===== config.mk =====
export PLATFORM = sky130hd
export DESIGN_NAME = axis_multiply_flat
export DESIGN_NICKNAME = d
export VERILOG_FILES = /design/src/rtl/axis_alu_pkg.sv /design/src/rtl/IAxiStream.sv /design/src/rtl/seq_umul.sv /design/src/rtl/axis_multiply.sv /design/src/flat_wrapper.sv
export SDC_FILE = /design/constraint.sdc
export NUM_CORES = 1
export LEC_CHECK = 0
export ABC_AREA = 1
export ABC_CLOCK_PERIOD_IN_PS = 1850
export CAP_MARGIN = 20
export CORE_ASPECT_RATIO = 1.75
export CORE_MARGIN = 5
export CORE_UTILIZATION = 55
export CTS_BUF_LIST = sky130_fd_sc_hd__clkbuf_16
export DETAILED_ROUTE_END_ITERATION = 12
export GPL_ROUTABILITY_DRIVEN = 0
export PLACE_DENSITY = 0.79
export SYNTH_ARGS = -nofsm -noshare
export SYNTH_HDL_FRONTEND = slang
export SYNTH_SLANG_ARGS = --single-unit

===== constraint.sdc =====
create_clock -name aclk -period 1.85 [get_ports aclk]
set_input_delay 0.37 -clock aclk [delete_from_list [all_inputs] [get_ports aclk]]
set_output_delay 0.37 -clock aclk [all_outputs]
set_load 0.02 [all_outputs]

===== src/rtl/axis_alu_pkg.sv =====
// axis_alu_pkg: shared types, default widths and saturation limits for the AXIS ALU stages
package axis_alu_pkg;
  typedef enum logic [1:0] {IDLE, BUSY, DONE} state_t;
  localparam int DEF_DATA_W = 32;
  localparam int DEF_FRAC_W = 16;
  localparam int MAX_W = 64;
  function automatic logic [MAX_W-1:0] sat_max(input int w);
    return (MAX_W'(1) << (w - 1)) - MAX_W'(1);
  endfunction
  function automatic logic [MAX_W-1:0] sat_min(input int w);
    return ~sat_max(w);
  endfunction
endpackage


===== src/rtl/IAxiStream.sv =====
// IAxiStream: AXI-Stream channel shared by the ALU stages
interface IAxiStream #(parameter int DATA_W = 32, parameter int ID_W = 4);
  logic tvalid;
  logic tready;
  logic tlast;
  logic [DATA_W-1:0] tdata;
  logic [ID_W-1:0] tid;
  modport Master(output tvalid, tdata, tlast, tid, input tready);
  modport Slave(input tvalid, tdata, tlast, tid, output tready);
endinterface


===== src/rtl/seq_umul.sv =====
// seq_umul: unsigned shift-add multiplier, one multiplier bit per cycle, LSB first
module seq_umul #(
  parameter int DATA_W = 32
) (
  input  logic                  aclk,
  input  logic                  aresetn,
  input  logic                  start,
  input  logic [DATA_W-1:0]     multiplicand,
  input  logic [DATA_W-1:0]     multiplier,
  output logic                  busy,
  output logic                  done,
  output logic [2*DATA_W-1:0]   product
);
  localparam int CW = (DATA_W > 1) ? $clog2(DATA_W) : 1;
  logic [2*DATA_W-1:0] mcand;
  logic [DATA_W-1:0] mplier;
  logic [CW-1:0] cnt;
  // mcand shifts left each step, so it always holds multiplicand << cnt
  always_ff @(posedge aclk) begin
    if (!aresetn) begin
      busy <= 1'b0;
      done <= 1'b0;
      cnt <= '0;
      mcand <= '0;
      mplier <= '0;
      product <= '0;
    end else begin
      done <= 1'b0;
      if (start && !busy) begin
        mcand <= {{DATA_W{1'b0}}, multiplicand};
        mplier <= multiplier;
        product <= '0;
        cnt <= '0;
        busy <= 1'b1;
      end else if (busy) begin
        product <= mplier[0] ? product + mcand : product;
        mcand <= mcand << 1;
        mplier <= mplier >> 1;
        cnt <= cnt + 1'b1;
        if (cnt == CW'(DATA_W - 1)) begin
          busy <= 1'b0;
          done <= 1'b1;
        end
      end
    end
  end
endmodule


===== src/rtl/axis_multiply.sv =====
// axis_multiply: AXI-Stream signed fixed-point multiplier (Q.FRAC_W), iterative shift-add.
// Define AXIS_MULTIPLY_SAT_EN to saturate overflowing results instead of wrapping.
module axis_multiply
  import axis_alu_pkg::*;
#(
  parameter int DATA_W = DEF_DATA_W,
  parameter int FRAC_W = DEF_FRAC_W
) (
  input  logic       aclk,
  input  logic       aresetn,
  IAxiStream.Slave   a,
  IAxiStream.Slave   b,
  IAxiStream.Master  result,
  output logic       ovf
);
  localparam logic [2*DATA_W-1:0] HALF = {{DATA_W{1'b0}}, 1'b1, {(DATA_W-1){1'b0}}};
  state_t state;
  logic start, done, busy, sign, r_valid, q_ovf, unused;
  logic [DATA_W-1:0] mag_a, mag_b, r, r_next, r_data;
  logic [2*DATA_W-1:0] product, q;
  assign start = aresetn && state == IDLE && a.tvalid && b.tvalid;
  assign a.tready = start;
  assign b.tready = start;
  assign mag_a = a.tdata[DATA_W-1] ? -a.tdata : a.tdata;
  assign mag_b = b.tdata[DATA_W-1] ? -b.tdata : b.tdata;
  assign unused = ^{a.tlast, a.tid, b.tlast, b.tid, busy};
  seq_umul #(.DATA_W(DATA_W)) u_mul (
    .aclk(aclk),
    .aresetn(aresetn),
    .start(start),
    .multiplicand(mag_a),
    .multiplier(mag_b),
    .busy(busy),
    .done(done),
    .product(product)
  );
  // negative results may reach one step further than positive ones
  always_comb begin
    q = product >> FRAC_W;
    r = sign ? -q[DATA_W-1:0] : q[DATA_W-1:0];
    q_ovf = sign ? q > HALF : q >= HALF;
`ifdef AXIS_MULTIPLY_SAT_EN
    r_next = q_ovf ? (sign ? DATA_W'(sat_min(DATA_W)) : DATA_W'(sat_max(DATA_W))) : r;
`else
    r_next = r;
`endif
  end
  always_ff @(posedge aclk) begin
    if (!aresetn) begin
      state <= IDLE;
      r_valid <= 1'b0;
      r_data <= '0;
      ovf <= 1'b0;
      sign <= 1'b0;
    end else begin
      case (state)
        IDLE: if (start) begin
          sign <= a.tdata[DATA_W-1] ^ b.tdata[DATA_W-1];
          state <= BUSY;
        end
        BUSY: if (done) begin
          r_data <= r_next;
          ovf <= q_ovf;
          r_valid <= 1'b1;
          state <= DONE;
        end
        DONE: if (result.tready) begin
          r_valid <= 1'b0;
          state <= IDLE;
        end
        default: state <= IDLE;
      endcase
    end
  end
  assign result.tvalid = r_valid;
  assign result.tdata = r_data;
  assign result.tlast = r_valid;
  assign result.tid = '0;
endmodule


===== src/flat_wrapper.sv =====
// flat-port wrapper written by rule: the top's interface ports become plain ports
module axis_multiply_flat import axis_alu_pkg::*;
#(
  parameter int DATA_W = DEF_DATA_W,
  parameter int FRAC_W = DEF_FRAC_W
)
  (aclk, aresetn, ovf, a_tvalid, a_tdata, a_tlast, a_tid, a_tready, b_tvalid, b_tdata, b_tlast, b_tid, b_tready, result_tvalid, result_tdata, result_tlast, result_tid, result_tready);
  IAxiStream #(.DATA_W(DATA_W)) a_i ();
  IAxiStream #(.DATA_W(DATA_W)) b_i ();
  IAxiStream #(.DATA_W(DATA_W)) result_i ();
  input  logic aclk;
  input  logic aresetn;
  output logic ovf;
  input wire logic [$bits(a_i.tvalid)-1:0] a_tvalid;
  input wire logic [$bits(a_i.tdata)-1:0] a_tdata;
  input wire logic [$bits(a_i.tlast)-1:0] a_tlast;
  input wire logic [$bits(a_i.tid)-1:0] a_tid;
  output wire logic [$bits(a_i.tready)-1:0] a_tready;
  input wire logic [$bits(b_i.tvalid)-1:0] b_tvalid;
  input wire logic [$bits(b_i.tdata)-1:0] b_tdata;
  input wire logic [$bits(b_i.tlast)-1:0] b_tlast;
  input wire logic [$bits(b_i.tid)-1:0] b_tid;
  output wire logic [$bits(b_i.tready)-1:0] b_tready;
  output wire logic [$bits(result_i.tvalid)-1:0] result_tvalid;
  output wire logic [$bits(result_i.tdata)-1:0] result_tdata;
  output wire logic [$bits(result_i.tlast)-1:0] result_tlast;
  output wire logic [$bits(result_i.tid)-1:0] result_tid;
  input wire logic [$bits(result_i.tready)-1:0] result_tready;
  assign a_i.tvalid = a_tvalid;
  assign a_i.tdata = a_tdata;
  assign a_i.tlast = a_tlast;
  assign a_i.tid = a_tid;
  assign a_tready = a_i.tready;
  assign b_i.tvalid = b_tvalid;
  assign b_i.tdata = b_tdata;
  assign b_i.tlast = b_tlast;
  assign b_i.tid = b_tid;
  assign b_tready = b_i.tready;
  assign result_tvalid = result_i.tvalid;
  assign result_tdata = result_i.tdata;
  assign result_tlast = result_i.tlast;
  assign result_tid = result_i.tid;
  assign result_i.tready = result_tready;
  axis_multiply #(.DATA_W(DATA_W), .FRAC_W(FRAC_W)) u_core (.aclk(aclk), .aresetn(aresetn), .a(a_i), .b(b_i), .result(result_i), .ovf(ovf));
endmodule

==> results of run 1 <==
[kinds of logic after synthesis]
kind of cell    count (synthesis)
other cells                     1
xor+xnor                       56
flops                         204
compound gates                402
fa+ha+maj                      69
simple gates                 1499
buf+inv                       630
[metrics by stage]
step                hold slack [ns]  area (um2)  utilization (%)  setup TNS (ns)
CTS                           0.295       22700             77.8           -2.64
floorplan                     0.444       16200                -        -0.00296
detailed placement            0.468       20100             69.0          -52.32
global placement              0.448       20100             69.0          -45.49
[cell usage after synthesis, drive strengths merged, types with 4 or more instances]
cell type / number
nor3: 38
or2: 6
buf: 42
o21ai: 140
ha: 68
a21oi: 184
clkbuf: 43
a31oi: 30
xor2: 48
xnor2: 8
and2: 4
nor4: 6
o21a: 7
inv: 543
nor2: 289
nand2: 963
dfxtp: 204
o21bai: 7
o211ai: 9
nand3: 167
nand4: 22
o221ai: 11
[per-layer routing]
layer	global-route usage [%]	GRT overflow
met5	18.8	1
met4	64.4	80
met3	47.9	6
met2	85.7	140
met1	63.2	2
[timing repair]
item | 4_1_cts
pin swaps | 82
endpoints found under the hold margin | 0
endpoints found under the setup margin | 94
gates resized for setup | 437
buffers inserted | 16
==> flow_metrics.py, run 1 <==
metrics = {
    "outcome": {
        "outcome": "did not finish",
        "haltStage": "global routing (5_1_grt)",
        "stop_error": "[ERROR GRT-0232] Routing congestion too high. Check the congestion heatmap in the GUI.",
    },
    "synthesis": {
        "avgSynthCellArea_um2": 5.66,
        "synth_seq_cells": 204,
        "ys_warn_count": 0,
        "synth_top_family_by_area": "simple AND/OR/NAND/NOR gates",
        "synthMuxAreaShare_pct": 0,
        "yosysSeqAreaShare_pct": 25.2,
        "synth_cell_types": 46,
        "synth_top_area_share_pct": 25.2,
        "synth-xor-area-share_pct": 3.03,
        "synth_simple_gate_area_share_pct": 37.6,
        "async_reset_ff_share_pct": 0,
        "synth_edf_count": 0,
        "synth.area.top_cells": "dfxtp_1, nand2_1, inv_1",
        "synth-compound-area-share_pct": 13.6,
        "synth_area_um2": 16200,
        "synthCells": 2861,
        "synth.largest_area_cell": "dfxtp_1",
        "synth-main-ff-cell": "dfxtp_1",
        "synth_fa_ha_area_share_pct": 5.38,
    },
    "global_route": {
        "grt_max_degree": 76,
        "overflow": 229,
        "grt_usage_pct": 65.4,
    },
    "clock_network": {
        "cts.hold.buffers_added": 0,
        "numCtsBuffers": 20,
        "clock-root-buffer": "clkbuf_16",
        "clock-sinks": 204,
        "h-tree-depth": 1,
        "clock_path_buffers": 3,
    },
    "place": {
        "pre_cts_slack_ns": -0.501,
        "io_buffers": 105,
        "dp_cells": 3612,
        "dp_hpwl_mm": 44.5,
    },
    "timing": {
        "worst_endpoint": "u_core.u_mul.product[28]$_SDFFE_PP0P_/D",
        "endpoint_type": "register input",
    },
    "floorplanning": {
        "fp.dieW_um": 140,
        "die_h_um": 237,
        "pin_count": 120,
        "row_count": 83,
        "start_util_pct": 55.5,
    },
}
==> run 2, diff against run 1 <==
--- a/config.mk
+++ b/config.mk
@@ -6,15 +6,13 @@
 export NUM_CORES = 1
 export LEC_CHECK = 0
 export ABC_AREA = 1
-export ABC_CLOCK_PERIOD_IN_PS = 1850
+export ABC_CLOCK_PERIOD_IN_PS = 2410
 export CAP_MARGIN = 20
-export CORE_ASPECT_RATIO = 1.75
 export CORE_MARGIN = 5
-export CORE_UTILIZATION = 55
-export CTS_BUF_LIST = sky130_fd_sc_hd__clkbuf_16
+export CORE_UTILIZATION = 40
 export DETAILED_ROUTE_END_ITERATION = 12
 export GPL_ROUTABILITY_DRIVEN = 0
-export PLACE_DENSITY = 0.79
+export PLACE_DENSITY_LB_ADDON = 0.15
 export SYNTH_ARGS = -nofsm -noshare
 export SYNTH_HDL_FRONTEND = slang
 export SYNTH_SLANG_ARGS = --single-unit
==> constraint.sdc (replaced) <==
create_clock -name aclk -period 2.41 [get_ports aclk]
set_input_delay 0.482 -clock aclk [delete_from_list [all_inputs] [get_ports aclk]]
set_output_delay 0.482 -clock aclk [all_outputs]
set_load 0.02 [all_outputs]
==> run 2 against run 1 <==
Against the previous run:
- the run now ends clean
- synthesized cell count is the same
- area after synthesis stayed put
==> flow_metrics.py, run 2 <==
metrics = {
    "power": {
        "vdd_ir_drop_max_v": 0.000518,
        "leakage_uw": 0.00988,
        "power_density_nw_per_um2": 436,
        "finalPower_uw": 8270,
    },
    "clock_network": {
        "clock-root-buffer": "clkbuf_16",
        "tritoncts": "built",
        "clock-sinks": 204,
        "numCtsBuffers": 25,
        "cts_setup_buffers": 0,
        "clock_path_buffers": 3,
        "h-tree-depth": 1,
        "clock_latency_ns": 0.55,
        "clk_pin_slew_ns": 0.06,
    },
    "outcome": {
        "outcome": "finished clean",
    },
    "place": {
        "place_area_um2": 18000,
        "io_buffers": 105,
        "dp_hpwl_mm": 40.1,
    },
    "synthesis": {
        "synth_seq_cells": 204,
        "ys_warn_count": 0,
        "synth-main-ff-cell": "dfxtp_1",
        "synthCells": 2861,
        "synth_area_um2": 16200,
        "avgSynthCellArea_um2": 5.66,
        "synth_top_area_share_pct": 25.2,
        "synth.most_common_cell": "nand2_1",
        "async_reset_ff_share_pct": 0,
        "synth_common_cells": "nand2_1, inv_1, nor2_1",
        "synth.largest_area_cell": "dfxtp_1",
        "synth.area.top_cells": "dfxtp_1, nand2_1, inv_1",
        "synth_cell_types": 46,
        "yosysSeqAreaShare_pct": 25.2,
        "synth_edf_count": 0,
    },
    "setup_path": {
        "r2r-start": "u_core.u_mul.mcand[0]",
        "crit_type": "reg2reg",
        "regToRegEndpoint": "u_core.u_mul.product[36]",
        "r2r_slack_ns": 0.14,
        "r2r_cells": 13,
        "startpoint_type": "register",
        "cp-end-kind": "register",
        "required_ns": 2.85,
        "crit_fanout": 4,
        "cp.arrival_ns": 2.71,
    },
    "floorplanning": {
        "core_um2": 39900,
        "row_count": 73,
        "start_util_pct": 40.6,
        "pin_count": 120,
        "fp.dieW_um": 211,
        "dieArea_um2": 44600,
        "die_h_um": 211,
    },
    "timing": {
        "drv_slew": 0,
        "final_hold_viol_count": 0,
        "timing.hold.ws_ns": 0.464,
        "worstMarginPinSlew_ns": 0.588,
        "timing.final.crit_period_ns": 2.27,
        "post-route-period-util_pct": 94.4,
        "fin_skew_ns": 0.00956,
        "fmax_ghz": 0.440,
        "slew-limit-headroom_pct": 60.7,
        "setup_viol": 0,
    },
    "job": {
        "max_cap_viol_count": 0,
    },
    "min_path": {
        "min_from": "u_core.u_mul.mplier[8]",
        "min_path_type": "reg2reg",
        "min_to": "u_core.u_mul.mplier[8]",
        "hold_depth": 2,
    },
    "global_route": {
        "overflow": 0,
        "antenna_found_initial": 0,
        "grt_usage_pct": 22.2,
        "grt_max_degree": 76,
        "grt_pass1_vias": 15800,
        "grt_pass1_wl_mm": 82.0,
    },
    "detailed_routing": {
        "drcViolationCount": 0,
        "routedWlPerCell_um": 14.5,
        "vias_per_cell": 4.91,
        "routed_wl_mm": 50.9,
        "final_antenna_net_count": 0,
        "vias": 17200,
        "drtIter0Drc": 1332,
        "firstDrtPassIters": 6,
    },
    "final_layout": {
        "layout_commonest_cell": "nand2_1",
        "layout-drive-gt1-share_pct": 5.83,
        "fill_cells": 4338,
        "final_cell_mix": "nand2_1, inv_1, nor2_1",
        "nets": 3116,
        "n_antenna_cell": 0,
        "area_growth_pct": 17.1,
        "final_area_um2": 19000,
        "reg_top3": "u_core.u_mul.mcand x64, u_core.u_mul.product x64",
    },
}
[run 2: how the worst max path moves through the flow]
stage          slack [ns]                startpoint                        to
6_report             0.14     u_core.u_mul.mcand[0]  u_core.u_mul.product[36]
5_1_grt             -0.04  u_core.u_mul.product[26]  u_core.u_mul.product[55]
4_1_cts             0.006                  b_tvalid                  a_tready
3_5_place_dp         0.02                  b_tvalid                  a_tready
3_3_place_gp         0.04                  b_tvalid                  a_tready
2_1_floorplan        0.45     u_core.u_mul.mcand[0]  u_core.u_mul.product[40]
[run 2: metrics by stage]
| stage | TNS (ns) | utilization (%) | instances | worst slack, ns |
|---|---|---|---|---|
| 6_report | 0 | 47.5 | 3512 | 0.136 |
| 5_1_grt | -0.0375 | 47.5 | 3512 | -0.0354 |
| 4_1_cts | 0 | 47.3 | 3512 | 0.00593 |
| 3_5_place_dp | 0 | 45.2 | 3466 | 0.0194 |
| 3_3_place_gp | 0 | 45.2 | 3466 | 0.0407 |
| 2_1_floorplan | 0 | - | 2864 | 0.446 |
[run 2: kinds of logic after synthesis]
logic type               Yosys count  share of synthesized area, %
buffers and inverters            630                          15.1
AO/OA/AOI/OAI                    402                          13.6
other                              1                        0.0232
AND/OR/NAND/NOR                 1499                          37.6
XOR/XNOR                          56                          3.03
flip-flops                       204                          25.2
adder cells (fa/ha/maj)           69                          5.38
[run 2: power by group]
group          leakage [uW]  internal [uW]  switching (uW)
Sequential          0.00165           3440            68.8
Combinational       0.00781            354             561
Clock              0.000417           2280            1570
Total               0.00988           6070            2200
[run 2: cell type report]
type	instances	area (um2)	area share [%]
clock buffers	33	706	3.72
well taps	525	657	3.46
clock inverters	13	129	0.679
multi-input cells	2030	9780	51.6
flip-flops and latches	204	4090	21.5
repair buffers	162	1570	8.26
inverters	545	2050	10.8
[run 2: per-layer routing]
layer  wire (um)  GRT usage (%)  share of wire [%]  vias to the layer above
met5           0              0                  0                        -
met4        1170           5.54                2.3                        0
met3        3070           3.16                6.0                       68
met2       22000           35.2                 43                      447
met1       24700           32.0                 48                     7631
li1            -              -                  -                     9095
[run 2: critical path, cell delays in order, from the launching register on]
cell	delay, ns
dfxtp_1	0.32
ha_1	0.24
fa_2	0.36
nand3_1	0.10
nand3_2	0.11
buf_4	0.16
nand4_1	0.08
nand3_1	0.22
nand2_1	0.12
nand2_1	0.13
nand2_1	0.09
nand2_1	0.04
o21ai_0	0.14
inv_1	0.05
[run 2: timing repair]
| item | 4_1_cts | 5_1_grt |
|---|---|---|
| gates resized for setup | 0 | 32 |
| hold buffers | 0 | 0 |
| endpoints found under the setup margin | 0 | 30 |
(Power assumes the default switching activity.)
